===== src/rtl/rgb_led_pkg.sv =====
// Shared types and helpers for the RGB LED PWM controller.
// Holds the per-LED mode encoding, the configuration record stored by each
// channel and the effective-duty calculation used by every colour.
package rgb_led_pkg;

   localparam int MODE_W     = 2;
   // Widest duty field a channel can store; PWM_BITS must not exceed it.
   localparam int CFG_DUTY_W = 16;

   typedef enum logic [MODE_W-1:0] {
      MODE_OFF     = 2'd0,
      MODE_STEADY  = 2'd1,
      MODE_BLINK   = 2'd2,
      MODE_BREATHE = 2'd3
   } led_mode_e;

   // Breathe ramp direction; each end value is held for one extra step
   // while the direction flips.
   typedef enum logic {
      RAMP_UP   = 1'b0,
      RAMP_DOWN = 1'b1
   } ramp_dir_e;

   typedef struct packed {
      led_mode_e               mode;
      logic [CFG_DUTY_W-1:0]   r;
      logic [CFG_DUTY_W-1:0]   g;
      logic [CFG_DUTY_W-1:0]   b;
   } led_cfg_t;

   localparam led_cfg_t CFG_RESET = '{mode: MODE_OFF, r: '0, g: '0, b: '0};

   // Effective duty of one colour. Duty and ramp arrive zero-extended to
   // CFG_DUTY_W, so the full-width product equals the PWM_BITS-wide product
   // and the shift by pwm_bits truncates exactly as a narrow multiply would.
   function automatic logic [CFG_DUTY_W-1:0] eff_duty(
      input led_mode_e             mode,
      input logic [CFG_DUTY_W-1:0] duty,
      input logic                  blink_on,
      input logic [CFG_DUTY_W-1:0] ramp,
      input int                    pwm_bits
   );
      logic [2*CFG_DUTY_W-1:0] prod;
      prod = {{CFG_DUTY_W{1'b0}}, duty} * {{CFG_DUTY_W{1'b0}}, ramp};
      prod = prod >> pwm_bits;
      case (mode)
         MODE_OFF:    eff_duty = '0;
         MODE_STEADY: eff_duty = duty;
         MODE_BLINK:  eff_duty = blink_on ? duty : '0;
         default:     eff_duty = prod[CFG_DUTY_W-1:0];
      endcase
   endfunction

endpackage


===== src/rtl/rgb_led_pwm_chan.sv =====
// One RGB LED channel: pending/active configuration and three registered
// PWM pin drivers. Shared counters (pwm, blink, ramp) come from the top.
module rgb_led_pwm_chan
   import rgb_led_pkg::*;
#(
   parameter int PWM_BITS   = 8,
   parameter bit ACTIVE_LOW = 1'b1
) (
   input  logic                i_clk,
   input  logic                i_rst,
   input  logic                i_we,
   input  logic [MODE_W-1:0]   i_mode,
   input  logic [PWM_BITS-1:0] i_r,
   input  logic [PWM_BITS-1:0] i_g,
   input  logic [PWM_BITS-1:0] i_b,
   input  logic [PWM_BITS-1:0] i_pwm_cnt,
   input  logic                i_frame_end,
   input  logic                i_blink_on,
   input  logic [PWM_BITS-1:0] i_ramp,
   output logic [2:0]          o_pins
);

   led_cfg_t              w_wr_cfg;
   led_cfg_t              r_pend;
   led_cfg_t              r_act;
   logic [CFG_DUTY_W-1:0] w_pwm;
   logic [CFG_DUTY_W-1:0] w_ramp;
   logic [CFG_DUTY_W-1:0] w_eff_r;
   logic [CFG_DUTY_W-1:0] w_eff_g;
   logic [CFG_DUTY_W-1:0] w_eff_b;
   logic [2:0]            w_lit;

   assign w_wr_cfg = '{mode: led_mode_e'(i_mode),
                       r:    CFG_DUTY_W'(i_r),
                       g:    CFG_DUTY_W'(i_g),
                       b:    CFG_DUTY_W'(i_b)};

   assign w_pwm  = CFG_DUTY_W'(i_pwm_cnt);
   assign w_ramp = CFG_DUTY_W'(i_ramp);

   // Duty is taken from the active copy only, so it never changes mid-frame.
   assign w_eff_r = eff_duty(r_act.mode, r_act.r, i_blink_on, w_ramp, PWM_BITS);
   assign w_eff_g = eff_duty(r_act.mode, r_act.g, i_blink_on, w_ramp, PWM_BITS);
   assign w_eff_b = eff_duty(r_act.mode, r_act.b, i_blink_on, w_ramp, PWM_BITS);

   assign w_lit = {(w_pwm < w_eff_r), (w_pwm < w_eff_g), (w_pwm < w_eff_b)};

   // Pending slot takes every write; active copies pending at the frame end,
   // and a write landing on the frame-end cycle goes straight to active too.
   always_ff @(posedge i_clk or posedge i_rst) begin
      if (i_rst) begin
         r_pend <= CFG_RESET;
         r_act  <= CFG_RESET;
      end else begin
         if (i_frame_end) begin
            r_act <= r_pend;
         end
         if (i_we) begin
            r_pend <= w_wr_cfg;
            if (i_frame_end) begin
               r_act <= w_wr_cfg;
            end
         end
      end
   end

   // Registered pin drive; reset parks the pins at the inactive level.
   always_ff @(posedge i_clk or posedge i_rst) begin
      if (i_rst) begin
         o_pins <= {3{ACTIVE_LOW}};
      end else begin
         o_pins <= w_lit ^ {3{ACTIVE_LOW}};
      end
   end

endmodule


===== src/rtl/rgb_led_pwm_ctrl.sv =====
// Multi-LED RGB PWM controller with off/steady/blink/breathe modes.
// Owns the shared pwm, blink and breathe-ramp counters and fans a one-cycle
// configuration write out to N_LEDS channel instances.
//
// Config port: cfg_we is a single-cycle write strobe with no ready signal;
// every write is accepted in the cycle it is presented. Writes whose cfg_idx
// is not below N_LEDS are dropped. rst is asserted asynchronously and is
// expected to be released synchronously to clk_100mhz.
module rgb_led_pwm_ctrl
   import rgb_led_pkg::*;
#(
   parameter int N_LEDS        = 4,
   parameter int PWM_BITS      = 8,
   parameter int BLINK_BITS    = 27,
   parameter int RAMP_DIV_BITS = 16,
   parameter bit ACTIVE_LOW    = 1'b1,
   parameter int IDXW          = (N_LEDS > 1) ? $clog2(N_LEDS) : 1
) (
   input  logic                clk_100mhz,
   input  logic                rst,
   input  logic                cfg_we,
   input  logic [IDXW-1:0]     cfg_idx,
   input  logic [MODE_W-1:0]   cfg_mode,
   input  logic [PWM_BITS-1:0] cfg_r,
   input  logic [PWM_BITS-1:0] cfg_g,
   input  logic [PWM_BITS-1:0] cfg_b,
   output logic                frame_start,
   output logic [N_LEDS-1:0]   ledR,
   output logic [N_LEDS-1:0]   ledG,
   output logic [N_LEDS-1:0]   ledB
);

   localparam logic [PWM_BITS-1:0]      PWM_MAX = '1;
   localparam logic [RAMP_DIV_BITS-1:0] DIV_MAX = '1;

   logic [PWM_BITS-1:0]      r_pwm_cnt;
   logic                     r_frame_start;
   logic [BLINK_BITS-1:0]    r_blink_cnt;
   logic [RAMP_DIV_BITS-1:0] r_ramp_div;
   logic [PWM_BITS-1:0]      r_ramp;
   ramp_dir_e                r_ramp_dir;

   logic [PWM_BITS-1:0]      w_ramp_nxt;
   ramp_dir_e                w_ramp_dir_nxt;
   logic                     w_frame_end;
   logic                     w_blink_on;
   logic                     w_ramp_step;

   assign w_frame_end = (r_pwm_cnt == PWM_MAX);
   assign w_blink_on  = r_blink_cnt[BLINK_BITS-1];
   assign w_ramp_step = (r_ramp_div == DIV_MAX);
   assign frame_start = r_frame_start;

   // Free-running PWM frame counter and the frame-start pulse that follows
   // the last count of each frame.
   always_ff @(posedge clk_100mhz or posedge rst) begin
      if (rst) begin
         r_pwm_cnt     <= '0;
         r_frame_start <= 1'b0;
      end else begin
         r_pwm_cnt     <= r_pwm_cnt + 1'b1;
         r_frame_start <= w_frame_end;
      end
   end

   // Blink phase counter and breathe prescaler, both free-running.
   always_ff @(posedge clk_100mhz or posedge rst) begin
      if (rst) begin
         r_blink_cnt <= '0;
         r_ramp_div  <= '0;
      end else begin
         r_blink_cnt <= r_blink_cnt + 1'b1;
         r_ramp_div  <= r_ramp_div + 1'b1;
      end
   end

   // Breathe ramp state register.
   always_ff @(posedge clk_100mhz or posedge rst) begin
      if (rst) begin
         r_ramp     <= '0;
         r_ramp_dir <= RAMP_UP;
      end else begin
         r_ramp     <= w_ramp_nxt;
         r_ramp_dir <= w_ramp_dir_nxt;
      end
   end

   // Breathe ramp next state: on an end value the step only flips the
   // direction, which holds that end value for one extra step.
   always_comb begin
      w_ramp_nxt     = r_ramp;
      w_ramp_dir_nxt = r_ramp_dir;
      if (w_ramp_step) begin
         case (r_ramp_dir)
            RAMP_UP: begin
               if (r_ramp == PWM_MAX) begin
                  w_ramp_dir_nxt = RAMP_DOWN;
               end else begin
                  w_ramp_nxt = r_ramp + 1'b1;
               end
            end
            default: begin
               if (r_ramp == '0) begin
                  w_ramp_dir_nxt = RAMP_UP;
               end else begin
                  w_ramp_nxt = r_ramp - 1'b1;
               end
            end
         endcase
      end
   end

   for (genvar gi = 0; gi < N_LEDS; gi++) begin : g_led
      logic       w_we;
      logic [2:0] w_pins;

      assign w_we = cfg_we && (cfg_idx == IDXW'(gi));

      rgb_led_pwm_chan #(
         .PWM_BITS   (PWM_BITS),
         .ACTIVE_LOW (ACTIVE_LOW)
      ) u_chan (
         .i_clk       (clk_100mhz),
         .i_rst       (rst),
         .i_we        (w_we),
         .i_mode      (cfg_mode),
         .i_r         (cfg_r),
         .i_g         (cfg_g),
         .i_b         (cfg_b),
         .i_pwm_cnt   (r_pwm_cnt),
         .i_frame_end (w_frame_end),
         .i_blink_on  (w_blink_on),
         .i_ramp      (r_ramp),
         .o_pins      (w_pins)
      );

      assign ledR[gi] = w_pins[2];
      assign ledG[gi] = w_pins[1];
      assign ledB[gi] = w_pins[0];
   end

endmodule


===== config.mk =====
export PLATFORM = sky130hd
export DESIGN_NAME = rgb_led_pwm_ctrl
export DESIGN_NICKNAME = d
export VERILOG_FILES = /design/src/rtl/rgb_led_pkg.sv /design/src/rtl/rgb_led_pwm_chan.sv /design/src/rtl/rgb_led_pwm_ctrl.sv
export SDC_FILE = /design/constraint.sdc
export NUM_CORES = 2
export LEC_CHECK = 0
export ABC_AREA = 1
export CAP_MARGIN = 20
export CELL_PAD_IN_SITES_DETAIL_PLACEMENT = 1
export CELL_PAD_IN_SITES_GLOBAL_PLACEMENT = 1
export CORE_UTILIZATION = 45
export CTS_CLUSTER_SIZE = 14
export DETAILED_ROUTE_END_ITERATION = 7
export MAX_ROUTING_LAYER = met4
export PLACE_DENSITY = 0.76
export SYNTH_ARGS = -nofsm -noshare
export SYNTH_HDL_FRONTEND = slang
export SYNTH_SLANG_ARGS = --single-unit

===== constraint.sdc =====
create_clock -name clk_100mhz -period 45.6 [get_ports clk_100mhz]
set_input_delay 13.68 -clock clk_100mhz [delete_from_list [all_inputs] [get_ports clk_100mhz]]
set_output_delay 13.68 -clock clk_100mhz [all_outputs]
set_load 0.02 [all_outputs]

==> out/results.ini <==
[sta]
finalWorstSetupSlack_ns=30.10
worst_pin_slew_ns=1.18
setup_viol=0
min_period_ns=15.50
slew_headroom=0.207
fmax_mhz=64.5
period_share=0.340
rsz0062_at_grt=false
tns_ns=0
drv_slew=0
final.setup_skew_ns=0.0758
hold_viol_final=0

[synth]
netlist_instances=10200
ys_seq_area_frac=0.133
syn_area_per_cell_um2=6.92
synth_enable_flop_cells=0
async_flop_share=1.00
syn_nets=11800
yosysUniqueCellTypes=48
synth-main-ff-cell=dfrtp_1
yosys_register_bits=377
netlist_area_um2=70800
ys_warn_count=0

[clock_network]
h-tree-depth=2
cts-root-buf=clkbuf_16
ctsLongestPathBuffers=3
cts_tree=built
clkTransAtPathRegs_ns=0.06
clock_latency_ns=0.69
post-cts-setup-buffers=0
cts_buffers=50
cts_sinks=377
post_cts_resize_count=0
hold_buffers=0

[worst_setup_path]
cpPeakStageDelay_ns=0.60
crit_buf_inv=1
crit_family=buffers and inverters
cp-start-kind=register
crit_type=reg2out
worstPathRequired_ns=31.92
r2r_start=r_ramp[7]$_DFFE_PP0P_
cp.arrival_ns=1.82
slowest_stage=clkdlybuf4s50_1
crit_chain=clkdlybuf4s50_1
endpoint_kind=primary output
cp_max_fo=1
timing.rr.end=g_led[2].u_chan.o_pins[1]$_DFF_PP1_
worstRegToRegCells=26
reg2reg_slack_ns=38.09

[place]
place_congestion=0.905
place_area_um2=72700
port_buffers=43
pre_cts_slack_ns=29.41
dp_hpwl_um=171000

[floorplan]
die_area_um2=159000
core_area_um2=156000
initial_core_util=0.454
die_x_um=399
ios=44
die_h_um=399
core.rowCount=145

[grt]
grt_max_degree=163
gr-total-overflow=0
grt_pass1_vias=68900
grt_first_pass_wirelength_um=364000
antenna_found_initial=10
grt.total_usage=0.297

[finish]
area_growth_pct=5.23
final_core_util=0.477
final_area_um2=74600
drive_above_1_share=0.0200
nets=11600

[hold_path]
hold_depth=1
hold_path_class=reg2reg
hold_start=r_blink_cnt[0]$_DFF_PP0_
whs_endpoint=r_blink_cnt[0]$_DFF_PP0_

[routing]
drc=0
vias=62000
wl_per_cell_um=18.5
drtIter0Drc=3107
drtAntennaViolNets=0
drt-total-wl_um=223000
vias_per_cell=5.15
first_pass_iters=5

[power_and_ir_drop]
fin_total_pwr_uw=827
powerDensity_nw_per_um2=11.1
ir_worst_vdd_mv=0.0290
leakage_uw=0.0495

[flow_run]
drv_cap=0

[status]
status=completed

-- synthesized netlist by cell type (12+ instances only) --
cell	n	share of area
buf_1	70	0.0037
clkbuf_1	351	0.019
inv_1	2973	0.16
a21o_1	42	0.0045
nor2_1	487	0.026
dfrtp_1	365	0.13
nand2_1	2882	0.15
a21oi_1	376	0.027
fa_1	997	0.28
o21ai_0	314	0.022
nand3b_1	18	0.0019
a22oi_1	19	0.0020
ha_1	585	0.10
nand4_1	86	0.0076
o211ai_1	17	0.0018
nand3_1	271	0.019
nor4_1	19	0.0017
buf_2	16	0.0011
o21bai_1	40	0.0042
o21a_1	22	0.0023
dfstp_2	12	0.0045
xnor2_1	40	0.0049
or2_2	16	0.0014
xor2_1	72	0.0089
a21boi_0	13	0.0014
nor3_1	55	0.0039
-- per-stage QoR --
| stage | std cells | hold WS, ns |
|---|---|---|
| 2_1_floorplan | 10200 | 0.422 |
| 3_3_place_gp | 11900 | 0.438 |
| 3_5_place_dp | 11900 | 0.454 |
| 4_1_cts | 12000 | 0.463 |
| 5_1_grt | 12000 | 0.465 |
| 6_report | 12000 | 0.460 |
-- placed cells by master, fill, tap and decap left out, types with 6 or more instances in the layout --
cell and count:
ha_1 585, clkdlybuf4s50_1 43, a21oi_1 376, o211ai_1 17, xor2_1 72, inv_1 2972, o21a_1 22, dfrtp_1 356
a22oi_1 19, a31oi_1 6, dfstp_2 12, o221ai_1 8, dfrtp_4 8, xnor2_1 40, clkbuf_16 50, a21o_1 42
a211oi_1 9, nor3_1 55, nand2_1 2881, nor3_2 6, o21ai_0 314, nand3b_1 18, nor4_1 19, fa_1 997
buf_4 43, o21bai_1 40, nand3_1 267, a21boi_0 13, nor2_1 487, and2_1 8, clkinv_1 9, nand4_1 86
or2_2 16, buf_12 7, clkbuf_8 12, inv_6 8
-- layer usage --
metal	global-route usage	part of all wire	wire, µm	vias to the layer above
met4	0.0706	0.025	5540	0
met1	0.380	0.44	98100	31600
met3	0.0282	0.046	10200	301
met2	0.504	0.49	109000	1139
met5	-	0	0	-
li1	-	-	-	29000
-- worst max path at each step --
stage / start / end / slack (ns) / depth (start not counted)
floorplan: rst / frame_start$_DFF_PP0_ / 21.47 / 1
finish: g_led[2].u_chan.o_pins[1]$_DFF_PP1_ / ledG[2] / 30.10 / 1
CTS: g_led[2].u_chan.o_pins[1]$_DFF_PP1_ / ledG[2] / 30.03 / 1
detailed placement: cfg_we / g_led[3].u_chan.r_act[49]$_DFF_PP0_ / 29.41 / 5
global placement: cfg_we / g_led[2].u_chan.r_act[23]$_DFF_PP0_ / 29.60 / 5
global route: g_led[2].u_chan.o_pins[1]$_DFF_PP1_ / ledG[2] / 30.05 / 1
-- cells by family (layout without fill, tap and decap cells) --
family | count (synthesis) | count (layout) | share of synthesized area
simple gates | 3857 | 3857 | 0.217
flops | 377 | 377 | 0.133
compound gates | 883 | 883 | 0.0693
buf+inv | 3423 | 3173 | 0.182
other cells | 0 | 2 | 0
fa+ha+maj | 1582 | 1582 | 0.385
xor+xnor | 112 | 112 | 0.0138
-- where the power goes --
group	switching, µW	internal [µW]
combinational	23.8	9.33
clock	186	254
sequential	4.71	349
total	214	612
-- area by class of cell --
type                            count  area, µm²
Tap cell                         2058       2570
Sequential cell                   377       9480
Clock inverter                     27        367
Fill cell                       20200      81700
Timing Repair Buffer               95        928
Clock buffer                       67       1440
Multi-Input combinational cell   6434      48500
Antenna cell                        2       5.00
Inverter                         2984      11200
-- state kept, by name (all words and copies together) (netlist names) --
name and cells:
r_ramp_dir 1, r_pwm_cnt 8, frame_start 1, g_led.u_chan.r_pend 104, r_blink_cnt 27, r_ramp 8, g_led.u_chan.r_act 200, r_ramp_div 16
g_led.u_chan.o_pins 12
Note: power is estimated with default switching activity, not from simulation.
